$ cat src/rtl/seq_muldiv_unit_pkg.sv
// Shared definitions for the iterative multiply/divide unit: op codes, FSM states
// and the iteration-counter sizing helper.
package seq_muldiv_unit_pkg;

  typedef enum logic [1:0] {
    OP_MULTU = 2'b00,
    OP_DIVU  = 2'b01,
    OP_MULT  = 2'b10,
    OP_DIV   = 2'b11
  } op_e;

  typedef enum logic [1:0] {
    S_IDLE,
    S_CALC,
    S_FIX,
    S_DONE
  } state_e;

  function automatic int unsigned cnt_width(input int unsigned width);
    return $clog2(width + 1);
  endfunction

endpackage

$ cat src/rtl/seq_muldiv_unit_if.sv
// Core-side handshake and operand/result bus of the multiply/divide unit.
interface seq_muldiv_unit_if #(
  parameter int unsigned WIDTH = 32
);
  logic             start;
  logic [1:0]       op;
  logic [WIDTH-1:0] a;
  logic [WIDTH-1:0] b;
  logic             busy;
  logic             done;
  logic             dz;
  logic [WIDTH-1:0] hi;
  logic [WIDTH-1:0] lo;

  modport master (output start, op, a, b, input busy, done, dz, hi, lo);
  modport slave  (input start, op, a, b, output busy, done, dz, hi, lo);
endinterface

$ cat src/rtl/seq_muldiv_ctrl.sv
// Sequencer for the multiply/divide unit: IDLE -> CALC (WIDTH cycles) -> FIX -> DONE,
// producing the load/step/fix strobes for the datapath and the busy/done handshake.
module seq_muldiv_ctrl
  import seq_muldiv_unit_pkg::*;
#(
  parameter int unsigned WIDTH = 32
) (
  input  logic clk,
  input  logic reset_n,
  input  logic start,
  output logic busy,
  output logic done,
  output logic load,
  output logic step,
  output logic fix
);

  localparam int unsigned CW = cnt_width(WIDTH);

  state_e        state, state_nx;
  logic [CW-1:0] cnt;
  logic          last;

  assign last = (cnt == CW'(WIDTH - 1));

  always_ff @(posedge clk or negedge reset_n) begin
    if (!reset_n) state <= S_IDLE;
    else          state <= state_nx;
  end

  always_comb begin
    state_nx = state;
    case (state)
      S_IDLE:  if (start) state_nx = S_CALC;
      S_CALC:  if (last)  state_nx = S_FIX;
      S_FIX:   state_nx = S_DONE;
      S_DONE:  state_nx = S_IDLE;
      default: state_nx = S_IDLE;
    endcase
  end

  always_comb begin
    busy = (state == S_CALC) || (state == S_FIX);
    done = (state == S_DONE);
    load = (state == S_IDLE) && start;
    step = (state == S_CALC);
    fix  = (state == S_FIX);
  end

  always_ff @(posedge clk or negedge reset_n) begin
    if (!reset_n)  cnt <= '0;
    else if (load) cnt <= '0;
    else if (step) cnt <= cnt + CW'(1);
  end

endmodule

$ cat src/rtl/seq_muldiv_unit.sv
// Iterative one-bit-per-cycle multiply/divide unit (signed and unsigned) for the HI/LO
// path; works on magnitudes and restores signs in a single FIX cycle.
module seq_muldiv_unit
  import seq_muldiv_unit_pkg::*;
#(
  parameter int unsigned WIDTH = 32
) (
  input  logic              clk,
  input  logic              reset_n,
  seq_muldiv_unit_if.slave  bus
);

  logic busy, done, load, step, fix;

  seq_muldiv_ctrl #(.WIDTH(WIDTH)) u_ctrl (
    .clk     (clk),
    .reset_n (reset_n),
    .start   (bus.start),
    .busy    (busy),
    .done    (done),
    .load    (load),
    .step    (step),
    .fix     (fix)
  );

  op_e                op_in, op_q;
  logic               signed_in, div_in, sa, sb;
  logic [WIDTH-1:0]   mag_a, mag_b;
  logic               neg_q, neg_r;
  logic [WIDTH-1:0]   opnd_q;
  logic [2*WIDTH-1:0] acc, acc_step;
  logic [WIDTH:0]     add_sum, shifted;
  logic [WIDTH-1:0]   diff;
  logic               borrow;
  logic               div_q;
  logic [2*WIDTH-1:0] prod;
  logic [WIDTH-1:0]   res_hi, res_lo, hi_q, lo_q;
  logic               res_dz, dz_q;

  always_comb begin
    op_in     = op_e'(bus.op);
    signed_in = (op_in == OP_MULT) || (op_in == OP_DIV);
    div_in    = (op_in == OP_DIVU) || (op_in == OP_DIV);
    sa        = signed_in && bus.a[WIDTH-1];
    sb        = signed_in && bus.b[WIDTH-1];
    mag_a     = sa ? -bus.a : bus.a;
    mag_b     = sb ? -bus.b : bus.b;
  end

  // acc holds {partial product, multiplier} for mult and {remainder, dividend/quotient}
  // for div; the trial subtract is a W+1-bit compare plus a W-bit difference.
  always_comb begin
    div_q   = (op_q == OP_DIVU) || (op_q == OP_DIV);
    add_sum = {1'b0, acc[2*WIDTH-1:WIDTH]} + (acc[0] ? {1'b0, opnd_q} : '0);
    shifted = {acc[2*WIDTH-1:WIDTH], acc[WIDTH-1]};
    borrow  = (shifted < {1'b0, opnd_q});
    diff    = shifted[WIDTH-1:0] - opnd_q;
    if (div_q) acc_step = {(borrow ? shifted[WIDTH-1:0] : diff), acc[WIDTH-2:0], ~borrow};
    else       acc_step = {add_sum, acc[WIDTH-1:1]};
  end

  always_ff @(posedge clk or negedge reset_n) begin
    if (!reset_n) begin
      op_q   <= OP_MULTU;
      neg_q  <= 1'b0;
      neg_r  <= 1'b0;
      opnd_q <= '0;
      acc    <= '0;
    end else if (load) begin
      op_q  <= op_in;
      neg_q <= sa ^ sb;
      neg_r <= sa;
      if (div_in) begin
        acc    <= {{WIDTH{1'b0}}, mag_a};
        opnd_q <= mag_b;
      end else begin
        acc    <= {{WIDTH{1'b0}}, mag_b};
        opnd_q <= mag_a;
      end
    end else if (step) begin
      acc <= acc_step;
    end
  end

  // With a zero divisor every trial succeeds, so the remainder ends up as |a|;
  // re-applying the dividend sign returns a exactly as given.
  always_comb begin
    prod   = neg_q ? -acc : acc;
    res_dz = div_q && (opnd_q == '0);
    if (div_q) begin
      res_lo = res_dz ? '1 : (neg_q ? -acc[WIDTH-1:0] : acc[WIDTH-1:0]);
      res_hi = neg_r ? -acc[2*WIDTH-1:WIDTH] : acc[2*WIDTH-1:WIDTH];
    end else begin
      res_lo = prod[WIDTH-1:0];
      res_hi = prod[2*WIDTH-1:WIDTH];
    end
  end

  always_ff @(posedge clk or negedge reset_n) begin
    if (!reset_n) begin
      hi_q <= '0;
      lo_q <= '0;
      dz_q <= 1'b0;
    end else if (fix) begin
      hi_q <= res_hi;
      lo_q <= res_lo;
      dz_q <= res_dz;
    end
  end

  assign bus.busy = busy;
  assign bus.done = done;
  assign bus.hi   = hi_q;
  assign bus.lo   = lo_q;
  assign bus.dz   = dz_q;

endmodule

$ cat src/flat_wrapper.sv
// flat-port wrapper written by rule: the top's interface ports become plain ports
module seq_muldiv_unit_flat import seq_muldiv_unit_pkg::*;
#(
  parameter int unsigned WIDTH = 32
)
  (clk, reset_n, bus_start, bus_op, bus_a, bus_b, bus_busy, bus_done, bus_dz, bus_hi, bus_lo);
  seq_muldiv_unit_if #(.WIDTH(WIDTH)) bus_i ();
  input  logic clk;
  input  logic reset_n;
  input wire logic [$bits(bus_i.start)-1:0] bus_start;
  input wire logic [$bits(bus_i.op)-1:0] bus_op;
  input wire logic [$bits(bus_i.a)-1:0] bus_a;
  input wire logic [$bits(bus_i.b)-1:0] bus_b;
  output wire logic [$bits(bus_i.busy)-1:0] bus_busy;
  output wire logic [$bits(bus_i.done)-1:0] bus_done;
  output wire logic [$bits(bus_i.dz)-1:0] bus_dz;
  output wire logic [$bits(bus_i.hi)-1:0] bus_hi;
  output wire logic [$bits(bus_i.lo)-1:0] bus_lo;
  assign bus_i.start = bus_start;
  assign bus_i.op = bus_op;
  assign bus_i.a = bus_a;
  assign bus_i.b = bus_b;
  assign bus_busy = bus_i.busy;
  assign bus_done = bus_i.done;
  assign bus_dz = bus_i.dz;
  assign bus_hi = bus_i.hi;
  assign bus_lo = bus_i.lo;
  seq_muldiv_unit #(.WIDTH(WIDTH)) u_core (.clk(clk), .reset_n(reset_n), .bus(bus_i));
endmodule
$ cat config.mk
export PLATFORM = sky130hd
export DESIGN_NAME = seq_muldiv_unit_flat
export DESIGN_NICKNAME = d
export VERILOG_FILES = /design/src/rtl/seq_muldiv_unit_pkg.sv /design/src/rtl/seq_muldiv_unit_if.sv /design/src/rtl/seq_muldiv_ctrl.sv /design/src/rtl/seq_muldiv_unit.sv /design/src/flat_wrapper.sv
export SDC_FILE = /design/constraint.sdc
export NUM_CORES = 1
export LEC_CHECK = 0
export BUFFER_PORTS_ARGS = -buffer_cell sky130_fd_sc_hd__buf_2
export CAP_MARGIN = 10
export CELL_PAD_IN_SITES_DETAIL_PLACEMENT = 0
export CELL_PAD_IN_SITES_GLOBAL_PLACEMENT = 1
export CORE_UTILIZATION = 30
export DETAILED_ROUTE_END_ITERATION = 8
export MAX_ROUTING_LAYER = met4
export PLACE_DENSITY = 0.62
export SYNTH_ARGS = -nofsm -noshare
export SYNTH_HDL_FRONTEND = slang
export SYNTH_HIERARCHICAL = 1
export SYNTH_SLANG_ARGS = --single-unit
$ cat constraint.sdc
create_clock -name clk -period 3.8 [get_ports clk]
set_clock_uncertainty 0.2 [all_clocks]
set_input_delay 0.38 -clock clk [delete_from_list [all_inputs] [get_ports clk]]
set_output_delay 0.38 -clock clk [all_outputs]
set_load 0.1 [all_outputs]
# Yosys cells after proc, flatten, opt, wreduce, memory -nomap -nowiden
# Cells that the tools add are included.
# word_totals
latchBits	0
mem_bits_rw	0
regBits	173
wordCells	64
input_bits	69
romBits	0
n_memories	0
output_inout_bits	67
# classes
eq_ne	11
addsub	8
magnitude_cmp	1
n_reduce_logical	12
bitwise_logic	2
shifts	0
multipliers	0
muxes	20
div_mod_pow	0
# ops
op	count
32-bit two-way mux	11
64-bit two-way mux	4
32-bit negator	4
64-bit negator	1
32-bit by 33-bit adder with 33-bit output	1
33-bit by 32-bit < comparator with 1-bit output	1
32-bit zero test	1
32-bit subtractor	1
6-bit two-way mux	2
2-bit equality test (second input constant)	5
2-bit one-hot mux with 4 select lines	1
6-bit by 1-bit adder with 6-bit output (second input constant)	1
2-bit by 1-bit equality test with 1-bit output (second input constant)	3
6-bit by 5-bit equality test with 1-bit output (second input constant)	1
1-bit logical AND	4
1-bit logical OR	4
2-bit two-way mux	2
2-bit != test (second input constant)	2
2-bit zero test	1
2-bit AND reduction	1
2-bit nonzero test	1
1-bit inverter	1
1-bit XOR	1

# Logic depth before layout (Yosys ltp)
# logic_depth
word_depth	6
depth_mapped	14
mapped_depth_nobuf	13

# Modules after synthesis
# Netlist, hierarchy kept.
# by_module_without_submodules
module	area_per_inst_um2	instances	seq_area_each_um2	cells_per_inst
seq_muldiv_unit	14422.6	1	4103.9	1862
seq_muldiv_ctrl	467.9	1	200.2	44

# Worst setup path after synthesis
# Ideal clock, no wire load.
# synth_path
kind	flip-flop to flip-flop
startpoint	register u_core.acc[31]
endpoint	register u_core.acc[52]
n_path_buf	0
setup_slack_ns	0.334
setup_time_ns	0.101
required_time_ns	3.499
period_less_slack_ns	3.466
stages_incl_launch_ff	14
arrival_ns	3.165
path_cell_list	dfrtp_1 inv_1 ha_1 inv_1 fa_1 a21o_1 a311o_1 a221oi_1 a31oi_1 a21oi_1 nor3_1 o21a_1 o311a_1 o32ai_1
# synth_via
elab_chain_len	5
elab_cells_between_ends	6
cone_classes	add/sub (1); order compare (1); mux (4)
# synth_rtl
element	line	source
start: declaration	seq_muldiv_unit.sv:31	logic [2*WIDTH-1:0] acc, acc_step;
start signal: assignment	seq_muldiv_unit.sv:74	acc <= {{WIDTH{1'b0}}, mag_a};
start signal: assignment	seq_muldiv_unit.sv:77	acc <= {{WIDTH{1'b0}}, mag_b};
start signal: assignment	seq_muldiv_unit.sv:81	acc <= acc_step;
32-bit subtractor or 33-bit by 32-bit < comparator with 1-bit output (tied branches)	seq_muldiv_unit.sv:57, seq_muldiv_unit.sv:56	
32-bit two-way mux (*)	seq_muldiv_unit.sv:58	if (div_q) acc_step = {(borrow ? shifted[WIDTH-1:0] : diff), acc[WIDTH-2:0], ~borrow};
64-bit two-way mux (*)	seq_muldiv_unit.sv:58	
64-bit two-way mux (*)	seq_muldiv_unit.sv:80	end else if (step) begin
64-bit two-way mux (*)	seq_muldiv_unit.sv:69	end else if (load) begin
# Every way passes the cells marked *; elsewhere a longest branch is shown, timed or not. The select of a mux whose other input is x is not followed.
# A chain may end at the register's enable or synchronous reset.

# Final worst setup path
# layout_path
startpoint	register u_core.acc[0]
endpoint	register u_core.acc[51]
# layout_via
elab_chain_len	5
# layout_rtl
element	line	source
32-bit two-way mux	seq_muldiv_unit.sv:54	add_sum = {1'b0, acc[2*WIDTH-1:WIDTH]} + (acc[0] ? {1'b0, opnd_q} : '0);
32-bit by 33-bit adder with 33-bit output	seq_muldiv_unit.sv:54	
64-bit two-way mux	seq_muldiv_unit.sv:58	
64-bit two-way mux	seq_muldiv_unit.sv:80	
64-bit two-way mux	seq_muldiv_unit.sv:69	
# Every way passes these cells. The select of a mux whose other input is x is not followed.

==> results.ini <==
[clock_tree]
insertion_delay_ns=0.48
clock_sinks=172
ctsRootBufferMaster=clkbuf_16
tritoncts=yes
cts_buffers=17
clkTransAtPathRegs_ns=0.08
clockBufferDepth=2
htree_levels=4

[floorplanning]
core_area_sq_mm=0.04895
io_pins=136
die_w_um=224.8
start_util_pct=30.42
die_area_sq_mm=0.05053
row_count=81
dieHeight_um=224.8

[sta]
slew_violations=0
worst_pin_slew_ns=0.9717
finalHoldViolCount=0
setup_tns_ns=0
max_freq_mhz=277.1
relSlewSlack_pct=35.22
final.period_utilization_pct=94.95
rsz0062_at_grt=no
finalSetupViolations=0
fin_crit_ns=3.608

[worst_setup_path]
path_max_fanout=11
setup.worst_path.end_class=flop
setup.worst_path.start_class=flop
slowest_delay_ns=0.65
cp_num_buf_inv=1
worstPathRequired_ns=3.94
path_cells=clkinvlp_4 -> nor2_1 -> ha_1 -> nor2b_1 -> o2111a_1 -> o21ai_0 -> a2111oi_0 -> or4b_2 -> a21oi_1 -> xnor2_1 -> o221ai_1
crit_arrival_ns=3.75
cpMaxStageDelayCell=or4b_2
crit_family=compound AO/OA/AOI/OAI gates
criticalPathCategory=flop to flop

[placement]
place_hpwl_um=45570
numPortBuffers=135
gp_congestion=0.9323

[logic_synthesis]
synth_warnings=6
yosysUniqueCellTypes=80
synth_cells=1906
synth.ff_latch_count=172
yosys-top-cells-area=dfrtp_1 29%, a21oi_1 7.2%, ha_1 6.2%
ys_async_sr_fraction_pct=100.0
seq_area_frac_synth_pct=28.91
synth_nets=2051
synth_edf_count=0
syn_area_per_cell_sq_um=7.812
yosys.area.top_type=dfrtp_1
synth_top_area_share_pct=28.91
syn_area_sq_mm=0.01489
synth-main-ff-cell=dfrtp_1

[run]
drv_cap=0

[routing]
dr.pass1.iters=7
viasPerCell=5.450
drtAntennaViolNets=0
vias=14850
dr.first_iter.drc_count=1337
drt-wirelength-per-cell_um=21.30
drc_errors=0
routed_wl_um=58020

[global_routing]
track_usage_pct=23.92
antenna_found_initial=2
grt_overflow=0
grt_start_max_net_pins=111
grt_pass1_wl_um=89110
grt_pass1_vias=14280

[final_layout]
drive_above_1_share_pct=15.78
fin_nets=2191
areaGrowthSynthToFinish_pct=17.55

[status]
status=finished clean

[hold_path]
hp-class=input pin to flop

[cell type report]
| cell class | count | area, sq um |
|---|---|---|
| clock buffer | 17 | 425.4 |
| multi-input combinational | 1548 | 9936 |
| clock inverter | 15 | 236.5 |
| inverter | 71 | 270.3 |
| tap | 664 | 830.8 |
| fill | 5187 | 31450 |
| timing repair buffer | 236 | 1495 |
| sequential | 172 | 4308 |
| antenna | 1 | 2.502 |
[sequential cells by signal, summed over array words and instances, names as in the netlist]
| signal | cells |
|---|---|
| u_core/neg_r | 1 |
| u_core/acc | 64 |
| u_core/bus.hi | 32 |
| u_core/neg_q | 1 |
| u_core/opnd_q | 32 |
| u_core/op_q | 1 |
| u_core/bus.dz | 1 |
| u_core/u_ctrl/cnt | 6 |
| u_core/bus.lo | 32 |
| u_core/u_ctrl/state | 2 |
[metrics by stage]
stage / instance area (sq um) / util [%] / setup slack [ns] / std cells / hold WS, ns
2_1_floorplan: 14890 / - / 0.3340 / 1906 / -0.1156
3_3_place_gp: 16770 / 34.26 / 0.1754 / 2687 / 0.2736
3_5_place_dp: 16770 / 34.26 / 0.1658 / 2687 / 0.2918
4_1_cts: 17450 / 35.65 / 0.1242 / 2721 / 0.01751
5_1_grt: 17500 / 35.76 / 0.02020 / 2724 / 0.05420
6_report: 17500 / 35.76 / 0.1918 / 2724 / 0.03985
[worst reg2reg max path: cells and delay by family (launching register included)]
| family | cells | cell delay [ns] |
|---|---|---|
| adder cells (fa/ha/maj) | 1 | 0.29 |
| buffers and inverters | 1 | 0.27 |
| AND/OR/NAND/NOR | 3 | 1.02 |
| flip-flops | 1 | 0.47 |
| XOR/XNOR | 1 | 0.15 |
| AO/OA/AOI/OAI | 5 | 1.08 |
[metal layers]
metal / wire length, um / GRT usage (%) / vias to the layer above
met2: 25810 / 35.41 / 406
met1: 28420 / 34.11 / 7272
met4: 1004 / 6.101 / 0
met5: 0 / - / -
li1: - / - / 7122
met3: 2789 / 3.057 / 45
[layout by cell type (no fill, tap or decap), types with 38 or more instances in the layout]
cell / instances
mux2i_1: 57
nand3_1: 38
buf_2: 134
xnor2_1: 88
dfrtp_1: 171
a21oi_1: 213
o211ai_1: 38
inv_1: 69
buf_4: 95
nand2_1: 183
ha_1: 72
xor2_1: 87
nor2_1: 237
o21ai_0: 150
[final timing paths]
path	to	start	depth (start not counted)	slack, ns
setup / recovery	u_core/acc[51]	u_core/acc[0]	11	0.19
hold / removal	u_core/u_ctrl/state[0]	bus_start	3	0.04
min in group asynchronous	u_core/bus.lo[11]	reset_n	2	0.33
hold reg to reg	u_core/bus.dz	u_core/bus.dz	2	0.30
max in group asynchronous	u_core/opnd_q[28]	reset_n	3	2.16
setup reg to reg	u_core/acc[51]	u_core/acc[0]	11	0.19
[timing repair]
| action | 4_1_cts | 5_1_grt |
|---|---|---|
| hold endpoints to repair | 82 | 0 |
| endpoints found under the setup margin | 0 | 16 |
| gates resized for setup | 0 | 7 |
| hold buffers | 2 | 0 |
| setup buffers | 0 | 2 |
[cell usage after synthesis (all sizes together) (10+ instances only)]
cell type / number
ha: 74
mux2: 21
and2: 10
o21ai: 156
nand4: 15
nor4: 20
buf: 15
clkbuf: 100
nor3: 37
or4: 14
nor2: 237
a21o: 23
a21oi: 214
a31oi: 13
o41ai: 21
o21a: 11
xor2: 87
dfrtp: 172
nand3: 38
inv: 71
a211oi: 20
o211ai: 38
nor2b: 14
o31ai: 23
nand2: 183
xnor2: 88
mux2i: 57
or3: 15
and3: 11
[kinds of logic after synthesis]
| logic type | Yosys count | synth area share, % |
|---|---|---|
| and+or+nand+nor | 623 | 19.36 |
| xor gates and xnor gates | 175 | 10.29 |
| muxes | 78 | 5.470 |
| buffers and inverters | 186 | 4.773 |
| AOI/OAI and AO/OA | 596 | 24.71 |
| adders and majority gates | 76 | 6.487 |
| DFF | 172 | 28.91 |
Power is left out: the tool's default activity adds up to more than one toggle a clock period on the data nets, which glitch-free logic cannot reach.
